`src/rtl/hsi_msg_arbiter.sv`:
```
// ============================================================================
// hsi_msg_arbiter
// ----------------------------------------------------------------------------
// N-source message arbiter/sequencer for the HSI master transmit path.
// One pending source is granted at a time. Its bytes are forwarded to the
// coder with one cycle of latency, a CRC-16-CCITT is accumulated over the
// payload, and the CRC is appended high byte first. A granted source that
// goes quiet for too long, or strobes a byte while back-pressured, aborts
// the message with an err pulse.
//
// Build option:
//   HSI_ARB_RR_EN  defined   -> round-robin arbitration (search starts at
//                               the rr pointer; pointer moves past winner)
//                  undefined -> fixed priority, lowest index wins
//
// Ports:
//   clk          in   1          system clock, rising edge
//   rst          in   1          asynchronous reset, active-high
//   src_req      in   N_SRC      source has a message pending (level)
//   src_d        in   8*N_SRC    source bytes, source i on [8i+7:8i]
//   src_d_rdy    in   N_SRC      1-cycle strobe: src_d byte valid
//   src_msg_end  in   N_SRC      1-cycle strobe: source's last byte delivered
//   src_grant    out  N_SRC      one-hot grant, held for whole message + CRC
//   src_busy     out  N_SRC      per-source back-pressure
//   cd_busy      in   1          coder serialising a byte
//   cd_d         out  8          byte to coder
//   cd_d_rdy     out  1          1-cycle registered strobe to coder
//   grant_idx    out  IDX_W      index of granted source (valid while busy)
//   busy         out  1          message in progress
//   msg_end      out  1          1-cycle pulse with the CRC low byte strobe
//   err          out  1          1-cycle pulse on timeout or overrun abort
// ============================================================================
//
// state  | meaning
// -------+-------------------------------------------------------------------
// IDLE   | no message; pick a winner from src_req and register its grant
// GRANT  | one cycle; preset CRC and timeout counter
// XFER   | forward granted source's bytes, watch for end/timeout/overrun
// CRC_HI | wait for coder idle, issue crc[15:8]
// CRC_LO | wait for coder idle, issue crc[7:0], pulse msg_end
// GUARD  | one cycle with grant dropped so src_req is re-sampled fresh
// ============================================================================

module hsi_msg_arbiter #(
    parameter int          N_SRC    = 4,
    parameter int          IDX_W    = 3,
    parameter int          TIMEOUT  = 1024,
    parameter logic [15:0] CRC_INIT = 16'hFFFF
) (
    input  logic               clk,
    input  logic               rst,
    input  logic [N_SRC-1:0]   src_req,
    input  logic [8*N_SRC-1:0] src_d,
    input  logic [N_SRC-1:0]   src_d_rdy,
    input  logic [N_SRC-1:0]   src_msg_end,
    output logic [N_SRC-1:0]   src_grant,
    output logic [N_SRC-1:0]   src_busy,
    input  logic               cd_busy,
    output logic [7:0]         cd_d,
    output logic               cd_d_rdy,
    output logic [IDX_W-1:0]   grant_idx,
    output logic               busy,
    output logic               msg_end,
    output logic               err
);

    localparam logic [2:0] ST_IDLE   = 3'd0;
    localparam logic [2:0] ST_GRANT  = 3'd1;
    localparam logic [2:0] ST_XFER   = 3'd2;
    localparam logic [2:0] ST_CRC_HI = 3'd3;
    localparam logic [2:0] ST_CRC_LO = 3'd4;
    localparam logic [2:0] ST_GUARD  = 3'd5;

    localparam int              CNT_W    = $clog2(TIMEOUT);
    localparam logic [CNT_W-1:0] TMO_LAST = CNT_W'(TIMEOUT - 1);

    logic [2:0]       state;
    logic [15:0]      crc;
    logic [CNT_W-1:0] tmo_cnt;

    logic             win_found;
    logic [IDX_W-1:0] win_idx;
    logic [N_SRC-1:0] win_oh;

    logic [7:0]       g_byte;
    logic             g_rdy;
    logic             g_end;
    logic             cd_free;
    logic             g_accept;
    logic             g_overrun;

`ifdef HSI_ARB_RR_EN
    logic [IDX_W-1:0] rr_ptr;
    logic             up_found;
    logic [IDX_W-1:0] up_idx;
`endif

    // Byte-parallel CRC-16-CCITT step (poly 0x1021, MSB first, no reflection).
    function automatic logic [15:0] crc16_byte(input logic [15:0] c, input logic [7:0] d);
        logic [15:0] r;
        r = c ^ {d, 8'h00};
        for (int b = 0; b < 8; b++) begin
            r = r[15] ? ({r[14:0], 1'b0} ^ 16'h1021) : {r[14:0], 1'b0};
        end
        return r;
    endfunction

    // Winner selection. Round-robin is done as two lowest-index searches:
    // one restricted to indices at/after the pointer, one unrestricted as
    // the wrap-around fallback.
    always_comb begin
        win_found = 1'b0;
        win_idx   = '0;
`ifdef HSI_ARB_RR_EN
        up_found  = 1'b0;
        up_idx    = '0;
`endif
        for (int i = 0; i < N_SRC; i++) begin
            if (src_req[i] && !win_found) begin
                win_found = 1'b1;
                win_idx   = IDX_W'(i);
            end
`ifdef HSI_ARB_RR_EN
            if (src_req[i] && !up_found && (IDX_W'(i) >= rr_ptr)) begin
                up_found = 1'b1;
                up_idx   = IDX_W'(i);
            end
`endif
        end
`ifdef HSI_ARB_RR_EN
        if (up_found) begin
            win_idx = up_idx;
        end
`endif
        win_oh = '0;
        for (int i = 0; i < N_SRC; i++) begin
            if (win_found && (win_idx == IDX_W'(i))) begin
                win_oh[i] = 1'b1;
            end
        end
    end

    // Granted-source views; the one-hot grant doubles as the select.
    always_comb begin
        g_byte = '0;
        for (int i = 0; i < N_SRC; i++) begin
            if (src_grant[i]) begin
                g_byte = src_d[8*i +: 8];
            end
        end
    end

    assign g_rdy     = |(src_d_rdy & src_grant);
    assign g_end     = |(src_msg_end & src_grant);
    // cd_d_rdy is included because the coder only raises cd_busy the cycle
    // after it sees the strobe.
    assign cd_free   = ~(cd_busy | cd_d_rdy);
    assign g_accept  = (state == ST_XFER) && g_rdy && cd_free;
    assign g_overrun = (state == ST_XFER) && g_rdy && !cd_free;

    always_comb begin
        if (state == ST_XFER) begin
            src_busy = ~src_grant | {N_SRC{~cd_free}};
        end else begin
            src_busy = '1;
        end
    end

    always_ff @(posedge clk or posedge rst) begin
        if (rst) begin
            state     <= ST_IDLE;
            src_grant <= '0;
            cd_d      <= '0;
            cd_d_rdy  <= 1'b0;
            grant_idx <= '0;
            busy      <= 1'b0;
            msg_end   <= 1'b0;
            err       <= 1'b0;
            crc       <= CRC_INIT;
            tmo_cnt   <= '0;
        end else begin
            cd_d_rdy <= 1'b0;
            msg_end  <= 1'b0;
            err      <= 1'b0;
            case (state)
                ST_IDLE: begin
                    if (win_found) begin
                        src_grant <= win_oh;
                        grant_idx <= win_idx;
                        busy      <= 1'b1;
                        state     <= ST_GRANT;
                    end
                end
                ST_GRANT: begin
                    crc     <= CRC_INIT;
                    tmo_cnt <= '0;
                    state   <= ST_XFER;
                end
                ST_XFER: begin
                    if (g_overrun) begin
                        err       <= 1'b1;
                        src_grant <= '0;
                        busy      <= 1'b0;
                        state     <= ST_IDLE;
                    end else begin
                        if (g_accept) begin
                            cd_d     <= g_byte;
                            cd_d_rdy <= 1'b1;
                            crc      <= crc16_byte(crc, g_byte);
                            tmo_cnt  <= '0;
                        end
                        if (g_end) begin
                            state <= ST_CRC_HI;
                        end else if (!g_accept) begin
                            if (tmo_cnt == TMO_LAST) begin
                                err       <= 1'b1;
                                src_grant <= '0;
                                busy      <= 1'b0;
                                state     <= ST_IDLE;
                            end else begin
                                tmo_cnt <= tmo_cnt + CNT_W'(1);
                            end
                        end
                    end
                end
                ST_CRC_HI: begin
                    if (cd_free) begin
                        cd_d     <= crc[15:8];
                        cd_d_rdy <= 1'b1;
                        state    <= ST_CRC_LO;
                    end
                end
                ST_CRC_LO: begin
                    if (cd_free) begin
                        cd_d      <= crc[7:0];
                        cd_d_rdy  <= 1'b1;
                        msg_end   <= 1'b1;
                        src_grant <= '0;
                        busy      <= 1'b0;
                        state     <= ST_GUARD;
                    end
                end
                ST_GUARD: begin
                    state <= ST_IDLE;
                end
                default: begin
                    src_grant <= '0;
                    busy      <= 1'b0;
                    state     <= ST_IDLE;
                end
            endcase
        end
    end

`ifdef HSI_ARB_RR_EN
    always_ff @(posedge clk or posedge rst) begin
        if (rst) begin
            rr_ptr <= '0;
        end else if ((state == ST_IDLE) && win_found) begin
            rr_ptr <= (win_idx == IDX_W'(N_SRC - 1)) ? '0 : win_idx + IDX_W'(1);
        end
    end
`endif

endmodule

```
`config.mk`:
```
export PLATFORM = sky130hd
export DESIGN_NAME = hsi_msg_arbiter
export DESIGN_NICKNAME = d
export VERILOG_FILES = /design/src/rtl/hsi_msg_arbiter.sv
export SDC_FILE = /design/constraint.sdc
export NUM_CORES = 1
export LEC_CHECK = 0
export CAP_MARGIN = 0
export CORE_UTILIZATION = 55
export CTS_BUF_LIST = sky130_fd_sc_hd__clkbuf_8
export DETAILED_ROUTE_END_ITERATION = 8
export MAX_ROUTING_LAYER = met4
export PLACE_DENSITY = 0.85
export SYNTH_ARGS = -nofsm -noshare
export SYNTH_HDL_FRONTEND = slang
export SYNTH_SLANG_ARGS = --single-unit
```
`constraint.sdc`:
```
create_clock -name clk -period 4.85 [get_ports clk]
set_input_delay 0.97 -clock clk [delete_from_list [all_inputs] [get_ports clk]]
set_output_delay 0.97 -clock clk [all_outputs]
set_load 0.005 [all_outputs]
```
==> flow_metrics.tcl, run 1 <==
set metrics [dict create \
    drtIter0Drc 180 \
    power.total_w 0.00256 \
    clock-sinks 47 \
    ios 70 \
    vias 2621 \
    clk_pin_slew_ns 0.08 \
    slowest_stage "clkdlybuf4s50_1" \
    start_util_pct 57.5 \
    drt-vias-per-instance 6.05 \
    max-cap-violations 0 \
    cp.required_ns 3.88 \
    hpwl_um 5210 \
    crit_type "in2out" \
    layout.nets 410 \
    min_to "cd_d[7]$_DFFE_PP0P_" \
    slew_violations 0 \
    grt_max_degree 48 \
    setup_viol 0 \
    overflow 0 \
    ir_drop_v 0.000384 \
    grtUsageMet3_pct 6.43 \
    post-cts-setup-buffer-count 0 \
    hold_viol_final 0 \
    fin_skew_ns 0.0109 \
    insertion_delay_ns 0.30 \
    yosysSeqAreaShare_pct 40.8 \
    design.core.area_um2 5110 \
    htreeDepth 2 \
    fp.dieH_um 75.1 \
    clockRootBuffer "clkbuf_8" \
    io_buffers 68 \
    outcome "complete, no violations" \
    critPathMaxFanout 6 \
    r2r.worst_path.cells 6 \
    reg2reg_to "cd_d[7]$_DFFE_PP0P_" \
    core.rowCount 26 \
    busiest_layer "met2" \
    synth_edf_count 0 \
    fp.dieW_um 75.1 \
    yosys_warnings 0 \
    synth_area_um2 2940 \
    hold_class "reg2reg" \
    grt_first_pass_wirelength_um 10900 \
    period_needed_ns 3.62 \
    syn_nets 349 \
    r2r_slack_ns 2.04 \
    diodes 0 \
    min_from "cd_d[7]$_DFFE_PP0P_" \
    synth_flop_cell "dfrtp_1" \
    layout-drive-gt1-share_pct 11.0 \
    antenna_found_initial 0 \
    synth.most_common_cell "nor2_1" \
    place_congestion 0.834 \
    setup_tns_ns 0 \
    die-area_um2 5630 \
    max_freq_mhz 276 \
    async_flop_share_pct 100 \
    rsz0062_at_grt "false" \
    arrival_ns 2.65 \
    synth_commonest_cells "37 x nor2_1, 31 x dfrtp_1, 22 x a21oi_1, 22 x o22ai_1, 21 x nand2_1" \
    grt_util_met1_pct 34.8 \
    crit_family "buffers and inverters" \
    dr.pass1.iters 4 \
    cts_resized 0 \
    track_usage_pct 26.5 \
    path_cells "clkdlybuf4s50_1 -> or2_2 -> nor3_2 -> nand2_1 -> clkdlybuf4s50_1" \
    path_buf_inv 2 \
    netlist.top_cell.by_area "dfrtp_1" \
    area_delta_synth_final_pct 26.9 \
    grtUsageMet2_pct 40.4 \
    hold_buffers 0 \
    period_share_pct 74.6 \
    startpoint_type "primary input" \
    grt_pass1_vias 2363 \
    maxSlewHeadroom_pct 25.2 \
    synthTopCellsByArea "dfrtp_1 26%, dfstp_2 14%, xnor3_1 5.4%" \
    final_antenna_net_count 0 \
    drt-wirelength-per-cell_um 16.3 \
    crit_cells 5 \
    drc 0 \
    synth_seq_cells 47 \
    cts_made_buffers 5 \
    cpMostUsedCell "clkdlybuf4s50_1" \
    synth_cells 301 \
    leakagePower_nw 1.55 \
    synth_cell_types 61 \
    synth_top_area_share_pct 26.4 \
    wl_um 7040 \
    power_density_nw_per_um2 688 \
    critical-path-max-stage-delay_ns 0.47 \
    cts_tree "yes" \
    tightest_slew_ns 1.11 \
    clk_path_buf_depth 2 \
    end_kind "primary output" \
    reg2reg_from "state[0]$_DFFE_PP0P_" \
    whs_path_depth 1 \
    syn_area_per_cell_um2 9.75 \
]
[per-stage QoR]
stage | util [%] | instances | cell area [um2] | hold slack (ns) | setup slack (ns)
4_1_cts | 72.9 | 433 | 3720 | 0.488 | 1.21
3_3_place_gp | 71.3 | 425 | 3640 | 0.462 | 1.29
2_1_floorplan | - | 301 | 2940 | 0.473 | 2.13
6_report | 72.9 | 433 | 3720 | 0.481 | 1.23
3_5_place_dp | 71.3 | 425 | 3640 | 0.470 | 1.22
5_1_grt | 72.9 | 433 | 3720 | 0.511 | 1.14
[how the worst max path moves through the flow]
| stage | startpoint | endpoint | slack (ns) |
|---|---|---|---|
| floorplan | cd_busy | src_busy[0] | 2.13 |
| detailed placement | cd_busy | src_busy[1] | 1.22 |
| CTS | cd_busy | src_busy[1] | 1.21 |
| finish | cd_busy | src_busy[1] | 1.23 |
| global route | cd_busy | src_busy[1] | 1.14 |
| global placement | cd_busy | src_busy[1] | 1.29 |
[worst register-to-register path, cell delays in order (launching register included)]
cell	delay [ns]
dfrtp_1	0.76
nor2_1	0.17
nand2_1	0.36
nand2_1	0.14
o21ai_1	0.89
a211oi_1	0.18
a21o_1	0.21
[cell usage in the layout (no fill, tap or decap), types with 3 or more instances in the layout]
master           count
clkdlybuf4s50_1     68
dfrtp_1             31
a211oi_1             7
a31oi_1              4
o22a_1               3
nand3_1              7
xnor3_1              7
clkbuf_8             5
xnor2_1              6
dfstp_2             16
nor2_1              37
o21ai_0              6
inv_1               10
nor2b_1              3
xor2_1              11
a22oi_1             10
nand3b_1             3
a21o_1               9
o22ai_1             22
xnor2_4              3
nand2b_1             3
a21oi_1             22
nand2_1             21
nor3_1               5
[layer usage]
layer | up-vias | wire length [um]
li1 | 1233 | -
met1 | 1237 | 3100
met2 | 137 | 3120
met3 | 14 | 698
met4 | 0 | 123
met5 | - | 0
[cell families (layout without fill, tap and decap cells)]
group | Yosys count | in the layout | share of synthesized area [%]
muxes | 2 | 2 | 0.725
other | 1 | 1 | 0.128
adders and majority gates | 1 | 1 | 0.426
xor gates and xnor gates | 29 | 29 | 14.6
and+or+nand+nor | 94 | 94 | 15.4
DFF | 47 | 47 | 40.7
AOI/OAI and AO/OA | 104 | 104 | 24.6
buffers and inverters | 23 | 85 | 3.32
[power breakdown]
group          total (W)  internal [W]  switching (W)  leakage, nW
registers       0.000743      0.000562       0.000182        0.578
clock network   0.000222     0.0000963       0.000126       0.0519
logic            0.00159      0.000841       0.000753        0.923
total            0.00256       0.00150        0.00106         1.55
[state kept, by name, summed over array words and instances, names as in the netlist, 2 cells and up]
| name | count |
|---|---|
| cd_d | 8 |
| src_grant | 4 |
| grant_idx | 2 |
| state | 3 |
| tmo_cnt | 10 |
| crc | 16 |
[cell type report]
class	instances	area, um2
multi-input cells	231	1640
fillers	387	1380
flip-flops and latches	47	1200
repair buffers	69	688
well taps	70	87.6
clock buffers	5	68.8
inverters	8	30.0
clock inverters	3	11.3
Note: power is estimated with default switching activity, not from simulation.
==> run 2, diff against run 1 <==
--- a/config.mk
+++ b/config.mk
@@ -6,11 +6,11 @@
 export NUM_CORES = 1
 export LEC_CHECK = 0
 export CAP_MARGIN = 0
-export CORE_UTILIZATION = 55
+export CORE_UTILIZATION = 47
 export CTS_BUF_LIST = sky130_fd_sc_hd__clkbuf_8
 export DETAILED_ROUTE_END_ITERATION = 8
 export MAX_ROUTING_LAYER = met4
-export PLACE_DENSITY = 0.85
+export PLACE_DENSITY = 0.77
 export SYNTH_ARGS = -nofsm -noshare
 export SYNTH_HDL_FRONTEND = slang
 export SYNTH_SLANG_ARGS = --single-unit
==> constraint.sdc (replaced) <==
create_clock -name clk -period 3.2 [get_ports clk]
set_input_delay 0.64 -clock clk [delete_from_list [all_inputs] [get_ports clk]]
set_output_delay 0.64 -clock clk [all_outputs]
set_load 0.005 [all_outputs]
==> flow_metrics.tcl, run 2 (synthesis results as in run 1) <==
set metrics [dict create \
    outcome "complete, no violations" \
    clock-sinks 47 \
    dp_slack_ns 0.210 \
    fp.dieH_um 81.0 \
    clk_pin_slew_ns 0.08 \
    grt_pass1_vias 2315 \
    dr.pass1.iters 4 \
    cts_resized 0 \
    leakagePower_nw 1.58 \
    largest_reg_flops 16 \
    overflow 0 \
    ios 70 \
    final_cell_mix "68 x clkdlybuf4s50_1, 37 x nor2_1, 31 x dfrtp_1, 22 x o22ai_1, 22 x a21oi_1" \
    top_regs "crc: 16 flops, tmo_cnt: 10 flops, cd_d: 8 flops" \
    die-area_um2 6570 \
    grt_max_degree 31 \
    area_delta_synth_final_pct 29.2 \
    tightest_slew_ns 0.643 \
    period_needed_ns 2.98 \
    htreeDepth 2 \
    start_util_pct 49.3 \
    drtIter0Drc 227 \
    final_common_cell "clkdlybuf4s50_1" \
    setup_viol 0 \
    crit_type "in2out" \
    place_congestion 0.921 \
    arrival_ns 2.34 \
    io_buffers 68 \
    reg2reg_to "crc[6]$_DFFE_PP1P_" \
    power_density_nw_per_um2 1040 \
    post-cts-setup-buffer-count 0 \
    end_kind "primary output" \
    hpwl_um 5280 \
    design.core.area_um2 5960 \
    hold_class "reg2reg" \
    crit_path_end "src_busy[1]" \
    rsz0062_at_grt "false" \
    startpoint_type "primary input" \
    clockRootBuffer "clkbuf_8" \
    cts_tree "yes" \
    startpoint "cd_busy" \
    max-cap-violations 0 \
    period_share_pct 93.0 \
    reg2reg_from "src_grant[1]$_DFFE_PP0P_" \
    final_core_util_pct 63.7 \
    max_freq_mhz 336 \
    hold_viol_final 0 \
    slew_violations 0 \
    diodes 0 \
    setup_ws_ns 0.225 \
    cp.required_ns 2.56 \
    clk_path_buf_depth 2 \
    r2r_slack_ns 0.92 \
    track_usage_pct 22.9 \
    cts_made_buffers 5 \
    layout-drive-gt1-share_pct 12.8 \
    drc 0 \
    layout.nets 415 \
    fp.dieW_um 81.0 \
    maxSlewHeadroom_pct 56.8 \
    grt_first_pass_wirelength_um 11200 \
    antenna_found_initial 0 \
    drt-vias-per-instance 5.55 \
    fin_skew_ns 0.00525 \
    ir_drop_v 0.000513 \
    vias 2459 \
    layout.cells.non_filler 443 \
    critPathMaxFanout 6 \
    wl_um 6910 \
    top_register "crc" \
    r2r.worst_path.cells 6 \
    core.rowCount 28 \
    final_antenna_net_count 0 \
    setup_tns_ns 0 \
    hold_buffers 0 \
    fillers 491 \
    drt-wirelength-per-cell_um 15.6 \
    dpl.cell_count 435 \
    insertion_delay_ns 0.29 \
]
[run 2: through the flow]
step,total power (W),cell area [um2],hold WS [ns]
finish,0.00393,3790,0.477
global route,0.00422,3790,0.516
CTS,0.00394,3790,0.485
detailed placement,0.00356,3700,0.466
global placement,0.00351,3700,0.461
floorplan,0.00294,2940,0.473
[run 2: worst max-delay path, stage by stage]
cell and delay, ns:
clkdlybuf4s50_1 0.43, or2_2 0.34, nor3_2 0.37, nand2_1 0.10, clkdlybuf4s50_1 0.46
[run 2: routing by layer]
layer  vias up  share of wire [%]  GRT usage [%]  wire (um)
met1      1138                 48           30.9       3280
met5         -                  0              -          0
met4         0                1.1           6.79         73
met3         4                8.1           4.49        557
met2        80                 43           34.9       2990
li1       1237                  -              -          -
[run 2: layout make-up]
type / instances / area, um2 / share of cell area (%)
inverter: 8 / 30.0 / 0.792
timing repair buffer: 74 / 738 / 19.5
clock buffer: 6 / 82.6 / 2.18
tap: 75 / 93.8 / 2.48
sequential: 47 / 1200 / 31.6
clock inverter: 2 / 8.76 / 0.231
multi-input combinational: 231 / 1640 / 43.3
[run 2: worst min-delay path by stage]
| stage | end | slack [ns] | cells after the start | start |
|---|---|---|---|---|
| floorplan | cd_d[4]$_DFFE_PP0P_ | 0.47 | 2 | cd_d[4]$_DFFE_PP0P_ |
| global placement | cd_d[6]$_DFFE_PP0P_ | 0.46 | 1 | cd_d[6]$_DFFE_PP0P_ |
| detailed placement | cd_d[0]$_DFFE_PP0P_ | 0.47 | 1 | cd_d[0]$_DFFE_PP0P_ |
| CTS | cd_d[0]$_DFFE_PP0P_ | 0.48 | 1 | cd_d[0]$_DFFE_PP0P_ |
| global route | cd_d[3]$_DFFE_PP0P_ | 0.52 | 1 | cd_d[3]$_DFFE_PP0P_ |
| finish | cd_d[0]$_DFFE_PP0P_ | 0.48 | 1 | cd_d[0]$_DFFE_PP0P_ |
[run 2: power breakdown]
part	internal, W	switching [W]	total (W)	leakage [nW]
Sequential	0.000852	0.000281	0.00113	0.578
Combinational	0.00131	0.00112	0.00243	0.951
Clock	0.000171	0.000189	0.000360	0.0524
==> run 3, diff against run 2 <==
--- a/config.mk
+++ b/config.mk
@@ -7,7 +7,7 @@
 export LEC_CHECK = 0
 export CAP_MARGIN = 0
 export CORE_UTILIZATION = 47
-export CTS_BUF_LIST = sky130_fd_sc_hd__clkbuf_8
+export CTS_BUF_LIST = sky130_fd_sc_hd__clkbuf_2
 export DETAILED_ROUTE_END_ITERATION = 8
 export MAX_ROUTING_LAYER = met4
 export PLACE_DENSITY = 0.77
==> flow_metrics.tcl, run 3 (synthesis results as in run 1) <==
set metrics [dict create \
    outcome "complete, no violations" \
    end_kind "primary output" \
    grt_first_pass_wirelength_um 11100 \
    max_freq_mhz 336 \
    dr.pass1.iters 4 \
    top_register "crc" \
    post-cts-setup-buffer-count 0 \
    clk_path_buf_depth 2 \
    holdWs_ns 0.502 \
    clockRootBuffer "clkbuf_2" \
    max-cap-violations 0 \
    grt_pass1_vias 2327 \
    ir_drop_v 0.000513 \
    final_cell_mix "68 x clkdlybuf4s50_1, 37 x nor2_1, 31 x dfrtp_1, 22 x o22ai_1, 22 x a21oi_1" \
    wl_um 6890 \
    drc 0 \
    critPathMaxFanout 6 \
    top_regs "crc: 16 flops, tmo_cnt: 10 flops, cd_d: 8 flops" \
    antenna_found_initial 0 \
    clk_pin_slew_ns 0.21 \
    io_buffers 68 \
    place_congestion 0.921 \
    period_needed_ns 2.98 \
    cts_tree "yes" \
    maxSlewHeadroom_pct 57.5 \
    power.total_w 0.00380 \
    ios 70 \
    track_usage_pct 22.7 \
    vias 2499 \
    setup_viol 0 \
    power_density_nw_per_um2 1020 \
    overflow 0 \
    fp.dieH_um 81.0 \
    fillers 500 \
    slew_violations 0 \
    setup_tns_ns 0 \
    cp.required_ns 2.56 \
    hold_buffers 0 \
    startpoint_type "primary input" \
    fin_skew_ns 0.0212 \
    arrival_ns 2.34 \
    cts_resized 0 \
    clock-sinks 47 \
    insertion_delay_ns 0.41 \
    drt-vias-per-instance 5.64 \
    final_common_cell "clkdlybuf4s50_1" \
    design.core.area_um2 5960 \
    crit_type "in2out" \
    area_delta_synth_final_pct 27.4 \
    rsz0062_at_grt "false" \
    cts_made_buffers 5 \
    core.rowCount 28 \
    tightest_slew_ns 0.637 \
    hpwl_um 5280 \
    diodes 0 \
    start_util_pct 49.3 \
    drtIter0Drc 205 \
    drt-wirelength-per-cell_um 15.6 \
    hold_viol_final 0 \
    period_share_pct 93.1 \
    largest_reg_flops 16 \
    hold_class "reg2reg" \
    leakagePower_nw 1.56 \
    htreeDepth 2 \
    fp.dieW_um 81.0 \
    layout-drive-gt1-share_pct 12.8 \
    layout.nets 415 \
    die-area_um2 6570 \
    final_core_util_pct 62.8 \
    final_antenna_net_count 0 \
    grt_max_degree 31 \
]
[run 3: area by class of cell]
type / count / area, um2 / area share (%)
flip-flops and latches: 47 / 1200 / 32.0
clock buffers: 6 / 30.0 / 0.803
inverters: 8 / 30.0 / 0.803
multi-input cells: 231 / 1640 / 43.9
well taps: 75 / 93.8 / 2.51
clock inverters: 2 / 8.76 / 0.234
repair buffers: 74 / 738 / 19.7
[run 3: worst paths after layout]
kind,start,end,slack [ns],cells past startpoint
min in group asynchronous,rst,state[1]$_DFFE_PP0P_,0.59,2
hold reg to reg,cd_d[0]$_DFFE_PP0P_,cd_d[0]$_DFFE_PP0P_,0.50,1
setup / recovery,cd_busy,src_busy[1],0.22,5
max in group asynchronous,rst,crc[10]$_DFFE_PP1P_,1.94,3
setup reg to reg,src_grant[1]$_DFFE_PP0P_,crc[6]$_DFFE_PP1P_,0.86,6
hold / removal,cd_d[0]$_DFFE_PP0P_,cd_d[0]$_DFFE_PP0P_,0.50,1
[run 3: worst max-delay path, stage by stage]
cell	delay (ns)
clkdlybuf4s50_1	0.43
or2_2	0.34
nor3_2	0.36
nand2_1	0.10
clkdlybuf4s50_1	0.46
[run 3: metal layers]
metal | routed length (um) | global-route usage (%)
met5 | 0 | -
met4 | 73 | 6.79
met3 | 573 | 4.72
met2 | 2990 | 34.8
met1 | 3260 | 30.4
[run 3: power by group]
group / switching (W) / internal (W) / total, W
Clock: 0.000181 / 0.0000538 / 0.000235
Combinational: 0.00112 / 0.00131 / 0.00243
Sequential: 0.000282 / 0.000850 / 0.00113
Total: 0.00158 / 0.00222 / 0.00380
[run 3: per-stage QoR]
step,cells,worst slack (ns),instance area (um2)
after CTS,443,0.209,3740
after global routing,443,0.0961,3740
after global placement,435,0.275,3700
final,443,0.222,3740
after floorplan,301,1.11,2940
after detailed placement,435,0.210,3700
